--- src/rtl/axi_lite_pkg.sv ---
// Shared AXI-lite response codes, FSM state types and the register address decode
// used by the register slave.
package axi_lite_pkg;

  localparam logic [1:0] OKAY   = 2'b00;
  localparam logic [1:0] SLVERR = 2'b10;
  localparam logic [1:0] DECERR = 2'b11;

  typedef enum logic {W_IDLE, W_RESP} w_state_e;
  typedef enum logic {R_IDLE, R_DATA} r_state_e;

  // Word index is the byte address with the two low bits dropped; word 0 is read-only.
  function automatic logic [1:0] decode_resp(input int unsigned addr,
                                             input int unsigned nreg,
                                             input logic        is_write);
    int unsigned index;
    index = addr >> 2;
    if (index >= nreg) return DECERR;
    if (is_write && index == 0) return SLVERR;
    return OKAY;
  endfunction

endpackage

--- src/rtl/axi_lite_reg_slave_if.sv ---
// AXI-lite bus bundle (five channels, no strobes) with master and slave views.
interface axi_lite_reg_slave_if #(
  parameter int ASIZE = 8,
  parameter int DSIZE = 32
);
  logic             awvalid;
  logic [ASIZE-1:0] awaddr;
  logic             awready;
  logic             wvalid;
  logic [DSIZE-1:0] wdata;
  logic             wready;
  logic             bvalid;
  logic [1:0]       bresp;
  logic             bready;
  logic             arvalid;
  logic [ASIZE-1:0] araddr;
  logic             arready;
  logic             rvalid;
  logic [DSIZE-1:0] rdata;
  logic [1:0]       rresp;
  logic             rready;

  modport master (
    output awvalid, awaddr, wvalid, wdata, bready, arvalid, araddr, rready,
    input  awready, wready, bvalid, bresp, arready, rvalid, rdata, rresp
  );

  modport slave (
    input  awvalid, awaddr, wvalid, wdata, bready, arvalid, araddr, rready,
    output awready, wready, bvalid, bresp, arready, rvalid, rdata, rresp
  );
endinterface

--- src/rtl/axi_lite_reg_slave.sv ---
// AXI-lite register file: word 0 is a read-only ID, words 1..NREG-1 are read/write.
// Independent write (AW/W in any order) and read FSMs.
module axi_lite_reg_slave
  import axi_lite_pkg::*;
#(
  parameter int               ASIZE    = 8,
  parameter int               DSIZE    = 32,
  parameter int               NREG     = 16,
  parameter logic [DSIZE-1:0] ID_VALUE = 32'hA11E_0001
) (
  input  logic                  axi_lite_aclk,
  input  logic                  axi_lite_resetn,
  axi_lite_reg_slave_if.slave   bus,
  output logic [NREG*DSIZE-1:0] reg_q
);

  localparam int IDXW = ASIZE - 2;

  logic [DSIZE-1:0] regs [1:NREG-1];

  w_state_e         w_state, w_state_d;
  logic             aw_done, aw_done_d, w_done, w_done_d;
  logic [ASIZE-1:0] aw_addr_q, aw_addr_d;
  logic [DSIZE-1:0] w_data_q, w_data_d;
  logic             awready_d, wready_d, bvalid_d;
  logic [1:0]       bresp_d, wr_resp;
  logic             wr_en;
  logic [IDXW-1:0]  wr_idx;

  r_state_e         r_state, r_state_d;
  logic             arready_d, rvalid_d;
  logic [DSIZE-1:0] rdata_d, rd_word;
  logic [1:0]       rresp_d;
  logic [IDXW-1:0]  rd_idx;

  always_comb begin
    w_state_d = w_state;
    aw_done_d = aw_done;
    w_done_d  = w_done;
    aw_addr_d = aw_addr_q;
    w_data_d  = w_data_q;
    bvalid_d  = bus.bvalid;
    bresp_d   = bus.bresp;
    wr_resp   = OKAY;
    wr_en     = 1'b0;
    case (w_state)
      W_IDLE: begin
        if (bus.awvalid && bus.awready) begin
          aw_done_d = 1'b1;
          aw_addr_d = bus.awaddr;
        end
        if (bus.wvalid && bus.wready) begin
          w_done_d = 1'b1;
          w_data_d = bus.wdata;
        end
        // Commit on the edge that completes whichever handshake came last.
        if (aw_done_d && w_done_d) begin
          wr_resp   = decode_resp(32'(aw_addr_d), NREG, 1'b1);
          wr_en     = (wr_resp == OKAY);
          bvalid_d  = 1'b1;
          bresp_d   = wr_resp;
          aw_done_d = 1'b0;
          w_done_d  = 1'b0;
          w_state_d = W_RESP;
        end
      end
      W_RESP: begin
        if (bus.bready) begin
          bvalid_d  = 1'b0;
          w_state_d = W_IDLE;
        end
      end
      default: w_state_d = W_IDLE;
    endcase
    awready_d = (w_state_d == W_IDLE) && !aw_done_d;
    wready_d  = (w_state_d == W_IDLE) && !w_done_d;
    wr_idx    = aw_addr_d[ASIZE-1:2];
  end

  always_ff @(posedge axi_lite_aclk or negedge axi_lite_resetn) begin
    if (!axi_lite_resetn) begin
      w_state     <= W_IDLE;
      aw_done     <= 1'b0;
      w_done      <= 1'b0;
      bus.awready <= 1'b0;
      bus.wready  <= 1'b0;
      bus.bvalid  <= 1'b0;
      bus.bresp   <= OKAY;
    end else begin
      w_state     <= w_state_d;
      aw_done     <= aw_done_d;
      w_done      <= w_done_d;
      bus.awready <= awready_d;
      bus.wready  <= wready_d;
      bus.bvalid  <= bvalid_d;
      bus.bresp   <= bresp_d;
    end
  end

  // Captured address/data are only consumed while their flags are set.
  always_ff @(posedge axi_lite_aclk) begin
    aw_addr_q <= aw_addr_d;
    w_data_q  <= w_data_d;
  end

  always_ff @(posedge axi_lite_aclk or negedge axi_lite_resetn) begin
    if (!axi_lite_resetn) begin
      for (int i = 1; i < NREG; i++) regs[i] <= '0;
    end else begin
      for (int i = 1; i < NREG; i++)
        if (wr_en && wr_idx == IDXW'(i)) regs[i] <= w_data_d;
    end
  end

  // Reads see the register array before any same-edge write lands.
  always_comb begin
    rd_idx  = bus.araddr[ASIZE-1:2];
    rd_word = ID_VALUE;
    for (int i = 1; i < NREG; i++)
      if (rd_idx == IDXW'(i)) rd_word = regs[i];
  end

  always_comb begin
    r_state_d = r_state;
    rvalid_d  = bus.rvalid;
    rdata_d   = bus.rdata;
    rresp_d   = bus.rresp;
    case (r_state)
      R_IDLE: begin
        if (bus.arvalid && bus.arready) begin
          rresp_d   = decode_resp(32'(bus.araddr), NREG, 1'b0);
          rdata_d   = (rresp_d == OKAY) ? rd_word : '0;
          rvalid_d  = 1'b1;
          r_state_d = R_DATA;
        end
      end
      R_DATA: begin
        if (bus.rready) begin
          rvalid_d  = 1'b0;
          r_state_d = R_IDLE;
        end
      end
      default: r_state_d = R_IDLE;
    endcase
    arready_d = (r_state_d == R_IDLE);
  end

  always_ff @(posedge axi_lite_aclk or negedge axi_lite_resetn) begin
    if (!axi_lite_resetn) begin
      r_state     <= R_IDLE;
      bus.arready <= 1'b0;
      bus.rvalid  <= 1'b0;
      bus.rdata   <= '0;
      bus.rresp   <= OKAY;
    end else begin
      r_state     <= r_state_d;
      bus.arready <= arready_d;
      bus.rvalid  <= rvalid_d;
      bus.rdata   <= rdata_d;
      bus.rresp   <= rresp_d;
    end
  end

  always_comb begin
    reg_q[DSIZE-1:0] = ID_VALUE;
    for (int i = 1; i < NREG; i++) reg_q[i*DSIZE +: DSIZE] = regs[i];
  end

endmodule

--- src/flat_wrapper.sv ---
// flat-port wrapper written by rule: the top's interface ports become plain ports
module axi_lite_reg_slave_flat import axi_lite_pkg::*;
#(
  parameter int               ASIZE    = 8,
  parameter int               DSIZE    = 32,
  parameter int               NREG     = 16,
  parameter logic [DSIZE-1:0] ID_VALUE = 32'hA11E_0001
)
  (axi_lite_aclk, axi_lite_resetn, reg_q, bus_awvalid, bus_awaddr, bus_wvalid, bus_wdata, bus_bready, bus_arvalid, bus_araddr, bus_rready, bus_awready, bus_wready, bus_bvalid, bus_bresp, bus_arready, bus_rvalid, bus_rdata, bus_rresp);
  axi_lite_reg_slave_if #(.ASIZE(ASIZE), .DSIZE(DSIZE)) bus_i ();
  input  logic axi_lite_aclk;
  input  logic axi_lite_resetn;
  output logic [NREG*DSIZE-1:0] reg_q;
  input wire logic [$bits(bus_i.awvalid)-1:0] bus_awvalid;
  input wire logic [$bits(bus_i.awaddr)-1:0] bus_awaddr;
  input wire logic [$bits(bus_i.wvalid)-1:0] bus_wvalid;
  input wire logic [$bits(bus_i.wdata)-1:0] bus_wdata;
  input wire logic [$bits(bus_i.bready)-1:0] bus_bready;
  input wire logic [$bits(bus_i.arvalid)-1:0] bus_arvalid;
  input wire logic [$bits(bus_i.araddr)-1:0] bus_araddr;
  input wire logic [$bits(bus_i.rready)-1:0] bus_rready;
  output wire logic [$bits(bus_i.awready)-1:0] bus_awready;
  output wire logic [$bits(bus_i.wready)-1:0] bus_wready;
  output wire logic [$bits(bus_i.bvalid)-1:0] bus_bvalid;
  output wire logic [$bits(bus_i.bresp)-1:0] bus_bresp;
  output wire logic [$bits(bus_i.arready)-1:0] bus_arready;
  output wire logic [$bits(bus_i.rvalid)-1:0] bus_rvalid;
  output wire logic [$bits(bus_i.rdata)-1:0] bus_rdata;
  output wire logic [$bits(bus_i.rresp)-1:0] bus_rresp;
  assign bus_i.awvalid = bus_awvalid;
  assign bus_i.awaddr = bus_awaddr;
  assign bus_i.wvalid = bus_wvalid;
  assign bus_i.wdata = bus_wdata;
  assign bus_i.bready = bus_bready;
  assign bus_i.arvalid = bus_arvalid;
  assign bus_i.araddr = bus_araddr;
  assign bus_i.rready = bus_rready;
  assign bus_awready = bus_i.awready;
  assign bus_wready = bus_i.wready;
  assign bus_bvalid = bus_i.bvalid;
  assign bus_bresp = bus_i.bresp;
  assign bus_arready = bus_i.arready;
  assign bus_rvalid = bus_i.rvalid;
  assign bus_rdata = bus_i.rdata;
  assign bus_rresp = bus_i.rresp;
  axi_lite_reg_slave #(.ASIZE(ASIZE), .DSIZE(DSIZE), .NREG(NREG), .ID_VALUE(ID_VALUE)) u_core (.axi_lite_aclk(axi_lite_aclk), .axi_lite_resetn(axi_lite_resetn), .bus(bus_i), .reg_q(reg_q));
endmodule
--- config.mk ---
export PLATFORM = sky130hd
export DESIGN_NAME = axi_lite_reg_slave_flat
export DESIGN_NICKNAME = d
export VERILOG_FILES = /design/src/rtl/axi_lite_pkg.sv /design/src/rtl/axi_lite_reg_slave_if.sv /design/src/rtl/axi_lite_reg_slave.sv /design/src/flat_wrapper.sv
export SDC_FILE = /design/constraint.sdc
export NUM_CORES = 1
export LEC_CHECK = 0
export ABC_AREA = 0
export CORE_AREA = 2 2 237 239
export DETAILED_ROUTE_END_ITERATION = 10
export DIE_AREA = 0 0 239 241
export DONT_BUFFER_PORTS = 1
export PLACE_DENSITY_LB_ADDON = 0.08
export SYNTH_ARGS = -nofsm -noshare
export SYNTH_HDL_FRONTEND = slang
export SYNTH_SLANG_ARGS = --single-unit
--- constraint.sdc ---
create_clock -name axi_lite_aclk -period 3.8 [get_ports axi_lite_aclk]
set_input_delay 0.76 -clock axi_lite_aclk [delete_from_list [all_inputs] [get_ports axi_lite_aclk]]
set_output_delay 0.76 -clock axi_lite_aclk [all_outputs]
set_load 0.02 [all_outputs]
==> flow_metrics.tcl, run 1 <==
set metrics [dict create \
    holdWs_ns -0.147 \
    synth_compound_gate_area_share_pct 19.7 \
    power_frac_clock_pct 27.8 \
    period_minus_slack_ns 3.07 \
    ratio_of_final_minimum_period_to_clock_period_pct 80.8 \
    diodes 0 \
    detail-route-antenna-nets 0 \
    overflow 0 \
    finClkSkew_ns 0.0245 \
    syn-instance-count 2605 \
    floorplan.initialDensity_pct 45.3 \
    die_w_um 239 \
    initialDrtViolationCount 1591 \
    cts_made_buffers 61 \
    synth_enable_flop_cells 0 \
    power.sequential.fraction_pct 52.9 \
    global_route_wire_length_before_repair_mm 142 \
    post_synth_num_cell_types 70 \
    final_core_utilization_pct 50.4 \
    timing.setup.critical_path_class "reg -> reg" \
    fp-row-count 86 \
    max_freq_mhz 326 \
    clk_pin_slew_worst_paths_ns 0.06 \
    tns_ns 0 \
    clock_tree_from_tritoncts "built" \
    post_synth_mux_area_share_pct 6.56 \
    synth_simple_gate_area_share_pct 12.3 \
    port-buffer-count 0 \
    hold_viol_final 38 \
    ctsHtreeMaxLevel 2 \
    layout_commonest_cell "sky130_fd_sc_hd__dfrtp_1" \
    final_max_slew_viol_count 180 \
    synthXorXnorAreaFrac_pct 0 \
    synth_seq_area_share_pct 55.8 \
    power.density_nw_per_um2 791 \
    antenna_found_initial 1 \
    worst_setup_path_end_kind "flop" \
    drc_errors 0 \
    die_h_um 241 \
    crit_fanout 54 \
    core_area_um2 54900 \
    grt_setup_unrepaired "no" \
    ys_async_sr_fraction_pct 93.2 \
    switchingPower_mw 9.20 \
    relSlewSlack_pct -20.2 \
    synth_seq_cells 562 \
    setup.worst_path.start_class "flop" \
    critPathRequiredTime_ns 4.33 \
    data_arrival_time_of_the_critical_path_ns 3.60 \
    fp.dieArea_um2 57600 \
    syn_area_um2 24900 \
    commonest_non_fill_non_tap_cells_in_the_layout "sky130_fd_sc_hd__dfrtp_1, sky130_fd_sc_hd__nand2_1, sky130_fd_sc_hd__o21ai_0" \
    vias 20000 \
    design.final.nets 2587 \
    grt_use_total_pct 34.0 \
    post_route_cells_drive_above_1_share_pct 11.3 \
    cts_repair_resize_count 0 \
    routed_wirelength_mm 99.9 \
    grt_max_degree 525 \
    routed_via_density 6.09 \
    top_level_ports 608 \
    max_cap_violations 0 \
    number_of_buffers_added_for_setup_after_cts 0 \
    comb_power_share_pct 19.4 \
    internal_power_mw 12.7 \
    synth-main-ff-cell "sky130_fd_sc_hd__dfrtp_1" \
    first_global_vias 19500 \
    vdd_ir_drop_max_v 0.000495 \
    leakage_nw 12.6 \
    place_hpwl_mm 68.4 \
    tritoncts_num_sinks 562 \
    report.final.setup_viol 0 \
    synth_warnings 0 \
    max-clock-path-buffers 3 \
    violated_checks "hold timing, slew limit" \
    wl_per_cell_um 30.4 \
    post_synth_fa_ha_maj_area_fraction_pct 0 \
    gp_congestion 0.896 \
    power.share.switching_pct 42.0 \
    run_status "finished with violations" \
    worst_hold_path_type "in -> async" \
    cts_root_buf "sky130_fd_sc_hd__clkbuf_16" \
    synth_top_family_by_area "compound AO/OA/AOI/OAI gates" \
    flow.area_growth_from_synthesis_pct 11.3 \
    dr.pass1.iters 7 \
    avgSynthCellArea_um2 9.55 \
    max_slew.worst_pin.slew_ns 1.80 \
    clock_insertion_delay_at_the_later_pin_of_the_skew_report_ns 0.63 \
]
layer usage:
layer	global-route usage, %	vias up	wire length (µm)	share of wire, %
li1	-	8881	-	-
met1	39.4	10100	36700	37
met2	57.2	858	48800	49
met3	11.9	181	10000	10
met4	15.1	0	4510	4.5
met5	0	-	0	0
Yosys cell counts, types with 6 or more instances:
master | instances | share of area [%]
sky130_fd_sc_hd__a21oi_1 | 225 | 4.5
sky130_fd_sc_hd__a221oi_1 | 7 | 0.25
sky130_fd_sc_hd__a222oi_1 | 7 | 0.28
sky130_fd_sc_hd__a22oi_1 | 11 | 0.33
sky130_fd_sc_hd__a2bb2oi_1 | 8 | 0.28
sky130_fd_sc_hd__a31oi_1 | 13 | 0.33
sky130_fd_sc_hd__and4_1 | 6 | 0.21
sky130_fd_sc_hd__buf_1 | 15 | 0.23
sky130_fd_sc_hd__buf_2 | 46 | 0.93
sky130_fd_sc_hd__buf_4 | 48 | 1.4
sky130_fd_sc_hd__clkbuf_1 | 148 | 2.2
sky130_fd_sc_hd__dfrtp_1 | 524 | 53
sky130_fd_sc_hd__dfxtp_1 | 38 | 3.1
sky130_fd_sc_hd__inv_1 | 50 | 0.75
sky130_fd_sc_hd__mux2_2 | 58 | 2.6
sky130_fd_sc_hd__mux2i_1 | 73 | 2.9
sky130_fd_sc_hd__mux4_2 | 9 | 0.82
sky130_fd_sc_hd__nand2_1 | 426 | 6.4
sky130_fd_sc_hd__nand2b_1 | 16 | 0.40
sky130_fd_sc_hd__nand3_1 | 15 | 0.30
sky130_fd_sc_hd__nand3b_1 | 6 | 0.18
sky130_fd_sc_hd__nand4_2 | 9 | 0.45
sky130_fd_sc_hd__nor2_1 | 198 | 3.0
sky130_fd_sc_hd__nor2b_1 | 8 | 0.20
sky130_fd_sc_hd__nor3_1 | 12 | 0.24
sky130_fd_sc_hd__o2111ai_1 | 6 | 0.21
sky130_fd_sc_hd__o211ai_1 | 7 | 0.21
sky130_fd_sc_hd__o21ai_0 | 414 | 8.3
sky130_fd_sc_hd__o21ai_1 | 24 | 0.48
sky130_fd_sc_hd__o221ai_1 | 19 | 0.67
sky130_fd_sc_hd__o22a_1 | 15 | 0.53
sky130_fd_sc_hd__o22ai_1 | 55 | 1.4
registers in the layout, indices dropped and copies added (netlist names), 2 cells and up:
| name | cells |
|---|---|
| u_core.aw_addr_q | 6 |
| u_core.w_data_q | 32 |
| u_core.bus.bresp | 2 |
| u_core.bus.rdata | 32 |
| u_core.reg_q | 480 |
kinds of logic (layout without fill, tap and decap cells):
logic type	count (synthesis)	in the layout
AOI/OAI and AO/OA	865	865
and+or+nand+nor	725	725
DFF	562	562
buffers and inverters	309	256
muxes	142	142
other	2	32
power groups by stage:
stage | clock (mW) | combinational (mW) | sequential (mW)
after floorplan | 0 | 2.87 | 10.6
after global placement | 0 | 4.12 | 11.6
after detailed placement | 0 | 4.25 | 11.7
after CTS | 6.15 | 4.26 | 11.5
after global routing | 6.39 | 4.73 | 11.7
final | 6.08 | 4.24 | 11.6
final timing paths:
path / slack (ns) / from / cells past startpoint / endpoint
worst max-delay path: 0.73 / u_core.bus.awready / 9 / u_core.reg_q[102]
worst min-delay path: -0.15 / axi_lite_resetn / 0 / u_core.reg_q[198]
worst max register to register: 0.73 / u_core.bus.awready / 9 / u_core.reg_q[102]
worst min register to register: 0.46 / u_core.r_state / 1 / u_core.bus.rvalid
max in group asynchronous: 2.53 / axi_lite_resetn / 0 / u_core.reg_q[335]
min in group axi_lite_aclk: 0.21 / bus_rready / 1 / u_core.bus.rvalid
final cells by class:
type	instances	area, µm²
fillers	5057	27200
multi-input cells	1764	9850
flip-flops and latches	562	13900
clock buffers	97	1870
well taps	704	881
repair buffers	91	821
inverters	52	195
clock inverters	16	175
stage by stage:
stage / instance area (µm²) / std cells / power [mW] / worst slack (ns)
finish: 27700 / 3286 / 21.9 / 0.729
global route: 27700 / 3286 / 22.9 / 0.592
CTS: 27700 / 3286 / 22.0 / 0.747
detailed placement: 25600 / 3173 / 15.9 / 0.613
global placement: 25600 / 3173 / 15.7 / 0.709
floorplan: 25000 / 2635 / 13.5 / 1.22
worst max-delay path, cell delays in order (launching register included):
cell	delay, ns
sky130_fd_sc_hd__dfrtp_1	0.53
sky130_fd_sc_hd__nand3b_1	0.32
sky130_fd_sc_hd__buf_4	0.27
sky130_fd_sc_hd__mux2i_1	0.33
sky130_fd_sc_hd__inv_2	0.10
sky130_fd_sc_hd__nor2_1	0.35
sky130_fd_sc_hd__and4_2	0.48
sky130_fd_sc_hd__buf_12	0.29
sky130_fd_sc_hd__nor2_1	0.07
sky130_fd_sc_hd__a21oi_1	0.16
Note: power is estimated with default switching activity, not from simulation.
==> run 2: changes to the inputs <==
CORE_AREA = 2 2 239 241   (was 2 2 237 239)
DIE_AREA = 0 0 241 243   (was 0 0 239 241)
clock period = 2.93 ns   (was 3.8 ns; I/O delays follow)
==> flow_metrics.tcl, run 2 (synthesis results as in run 1) <==
set metrics [dict create \
    max_freq_mhz 386 \
    port-buffer-count 0 \
    routed_via_density 5.95 \
    ratio_of_final_minimum_period_to_clock_period_pct 88.4 \
    seq_area_um2 13900 \
    finClkSkew_ns 0.0335 \
    worst_setup_path_end_kind "flop" \
    crit_fanout 24 \
    clock_insertion_delay_at_the_later_pin_of_the_skew_report_ns 0.65 \
    setup.worst_path.start_class "flop" \
    floorplan.initialDensity_pct 44.4 \
    power.total_mw 28.5 \
    max-clock-path-buffers 3 \
    top_level_ports 608 \
    r2r_setup_slack_ns 0.34 \
    clock_tree_from_tritoncts "built" \
    leakage_nw 12.7 \
    cts_made_buffers 61 \
    design.final.nets 2620 \
    dr.pass1.iters 7 \
    topRoutingLayerUsed "met5" \
    first_global_vias 19500 \
    dp_slack_ns 0.147 \
    die_w_um 241 \
    global_route_wire_length_before_repair_mm 143 \
    critPathRequiredTime_ns 3.47 \
    tns_ns 0 \
    relSlewSlack_pct -46.2 \
    critical-path-slowest-cell "sky130_fd_sc_hd__and4_2" \
    endpoint "u_core.reg_q[488]" \
    grt_max_degree 525 \
    power_frac_clock_pct 27.6 \
    power.sequential.fraction_pct 52.7 \
    multi_input_logic_area_um2 9860 \
    wl_per_cell_um 29.6 \
    met1_length_mm 36.1 \
    vdd_ir_drop_max_v 0.000771 \
    critical_path.cell_chain "nand3b_1 > buf_4 > or3_1 > a21oi_4 > and4_2 > buf_12 > nor2_1 > a21oi_1" \
    worst_slack_ns 0.341 \
    overflow 0 \
    largest_register_ff_count 480 \
    violated_checks "hold timing, slew limit" \
    ctsHtreeMaxLevel 2 \
    report.final.setup_viol 0 \
    max_cap_violations 0 \
    cts_root_buf "sky130_fd_sc_hd__clkbuf_16" \
    crit_path_start "u_core.w_state" \
    max_slew.worst_pin.slew_ns 2.19 \
    vias 20100 \
    gp_congestion 0.894 \
    antenna_found_initial 1 \
    fp-row-count 87 \
    clk_pin_slew_worst_paths_ns 0.06 \
    tritoncts_num_sinks 562 \
    power.share.switching_pct 42.0 \
    routed_wirelength_mm 99.8 \
    fp.dieArea_um2 58600 \
    hold_viol_final 217 \
    grt_use_total_pct 33.7 \
    switchingPower_mw 12.0 \
    period_minus_slack_ns 2.59 \
    data_arrival_time_of_the_critical_path_ns 3.13 \
    flow.area_growth_from_synthesis_pct 12.6 \
    fillerInstances 5333 \
    initialDrtViolationCount 1532 \
    timing.setup.critical_path_class "reg -> reg" \
    internal_power_mw 16.5 \
    place_hpwl_mm 68.7 \
    worst_r2r_startpoint "u_core.w_state" \
    die_h_um 243 \
    core_area_um2 56000 \
    placed_cells_incl_taps 3256 \
    run_status "finished with violations" \
    final_max_slew_viol_count 308 \
    worst_hold_path_type "in -> async" \
    diodes 0 \
    drc_errors 0 \
    number_of_non_filler_instances_in_the_completed_layout 3372 \
    met3RoutedLength_mm 10.1 \
    power.density_nw_per_um2 1020 \
    wl_met2_mm 49.4 \
    post_route_cells_drive_above_1_share_pct 12.7 \
    detail-route-antenna-nets 0 \
    layout_commonest_cell "sky130_fd_sc_hd__dfrtp_1" \
    slowest_delay_ns 0.55 \
    r2r-end "u_core.reg_q[488]" \
    rr_worst_depth 8 \
    holdWs_ns -0.325 \
    commonest_non_fill_non_tap_cells_in_the_layout "sky130_fd_sc_hd__dfrtp_1, sky130_fd_sc_hd__nand2_1, sky130_fd_sc_hd__o21ai_0" \
    comb_power_share_pct 19.8 \
    grt_setup_unrepaired "no" \
]
run 2: cell count changes in the layout (fill, tap and decap cells not counted), moves of 2 or more:
cell | previous run | this run
sky130_fd_sc_hd__clkinv_2 | 9 | 12
sky130_fd_sc_hd__buf_4 | 80 | 112
sky130_fd_sc_hd__mux2i_2 | 0 | 2
sky130_fd_sc_hd__clkbuf_8 | 17 | 20
sky130_fd_sc_hd__mux2i_1 | 73 | 71
sky130_fd_sc_hd__clkbuf_1 | 17 | 14
run 2: area by class of cell:
type / count / share of cell area, %
clock buffer: 97 / 6.80
clock inverter: 17 / 0.518
inverter: 52 / 0.697
multi-input combinational: 1764 / 35.2
sequential: 562 / 49.5
tap: 756 / 3.38
timing repair buffer: 124 / 3.86
run 2: repair_timing:
item | CTS | global route
endpoints found under the hold margin | 524 | 524
setup endpoints to repair | 0 | 35
buffers inserted | 0 | 2
resized for setup | 0 | 2
run 2: worst max-delay path, delay by kind of cell (launching register included):
kind / cells / cell delay [ns]
AND/OR/NAND/NOR: 4 / 1.15
AO/OA/AOI/OAI: 2 / 0.46
flip-flops: 1 / 0.43
buffers and inverters: 2 / 0.40
run 2: power by group through the flow:
stage / Sequential (mW) / Clock (mW) / Combinational (mW)
after floorplan: 13.8 / 0 / 3.72
after global placement: 15.0 / 0 / 5.44
after detailed placement: 15.1 / 0 / 5.61
after CTS: 15.0 / 7.94 / 5.64
after global routing: 15.2 / 8.29 / 6.27
final: 15.0 / 7.86 / 5.63
run 2: per-stage QoR:
step | util, % | hold WS (ns) | cell area [µm²]
after floorplan | - | 0.290 | 25000
after global placement | 46.3 | 0.305 | 25900
after detailed placement | 46.3 | 0.310 | 25900
after CTS | 50.0 | -0.356 | 28000
after global routing | 50.1 | -0.357 | 28000
final | 50.1 | -0.325 | 28000
run 2: worst min path at each step:
stage                         start                 to  slack, ns  cells past startpoint
global placement    axi_lite_resetn  u_core.reg_q[102]       0.30                      0
detailed placement  axi_lite_resetn  u_core.reg_q[198]       0.31                      0
finish              axi_lite_resetn  u_core.reg_q[198]      -0.33                      0
global route        axi_lite_resetn  u_core.reg_q[134]      -0.36                      0
floorplan           axi_lite_resetn     u_core.aw_done       0.29                      0
CTS                 axi_lite_resetn  u_core.reg_q[198]      -0.36                      0
run 2: per-layer routing:
layer / global-route usage, % / vias up
met4: 13.1 / 2
li1: - / 8941
met5: 0 / -
met3: 12.4 / 186
met2: 57.3 / 831
met1: 38.3 / 10100
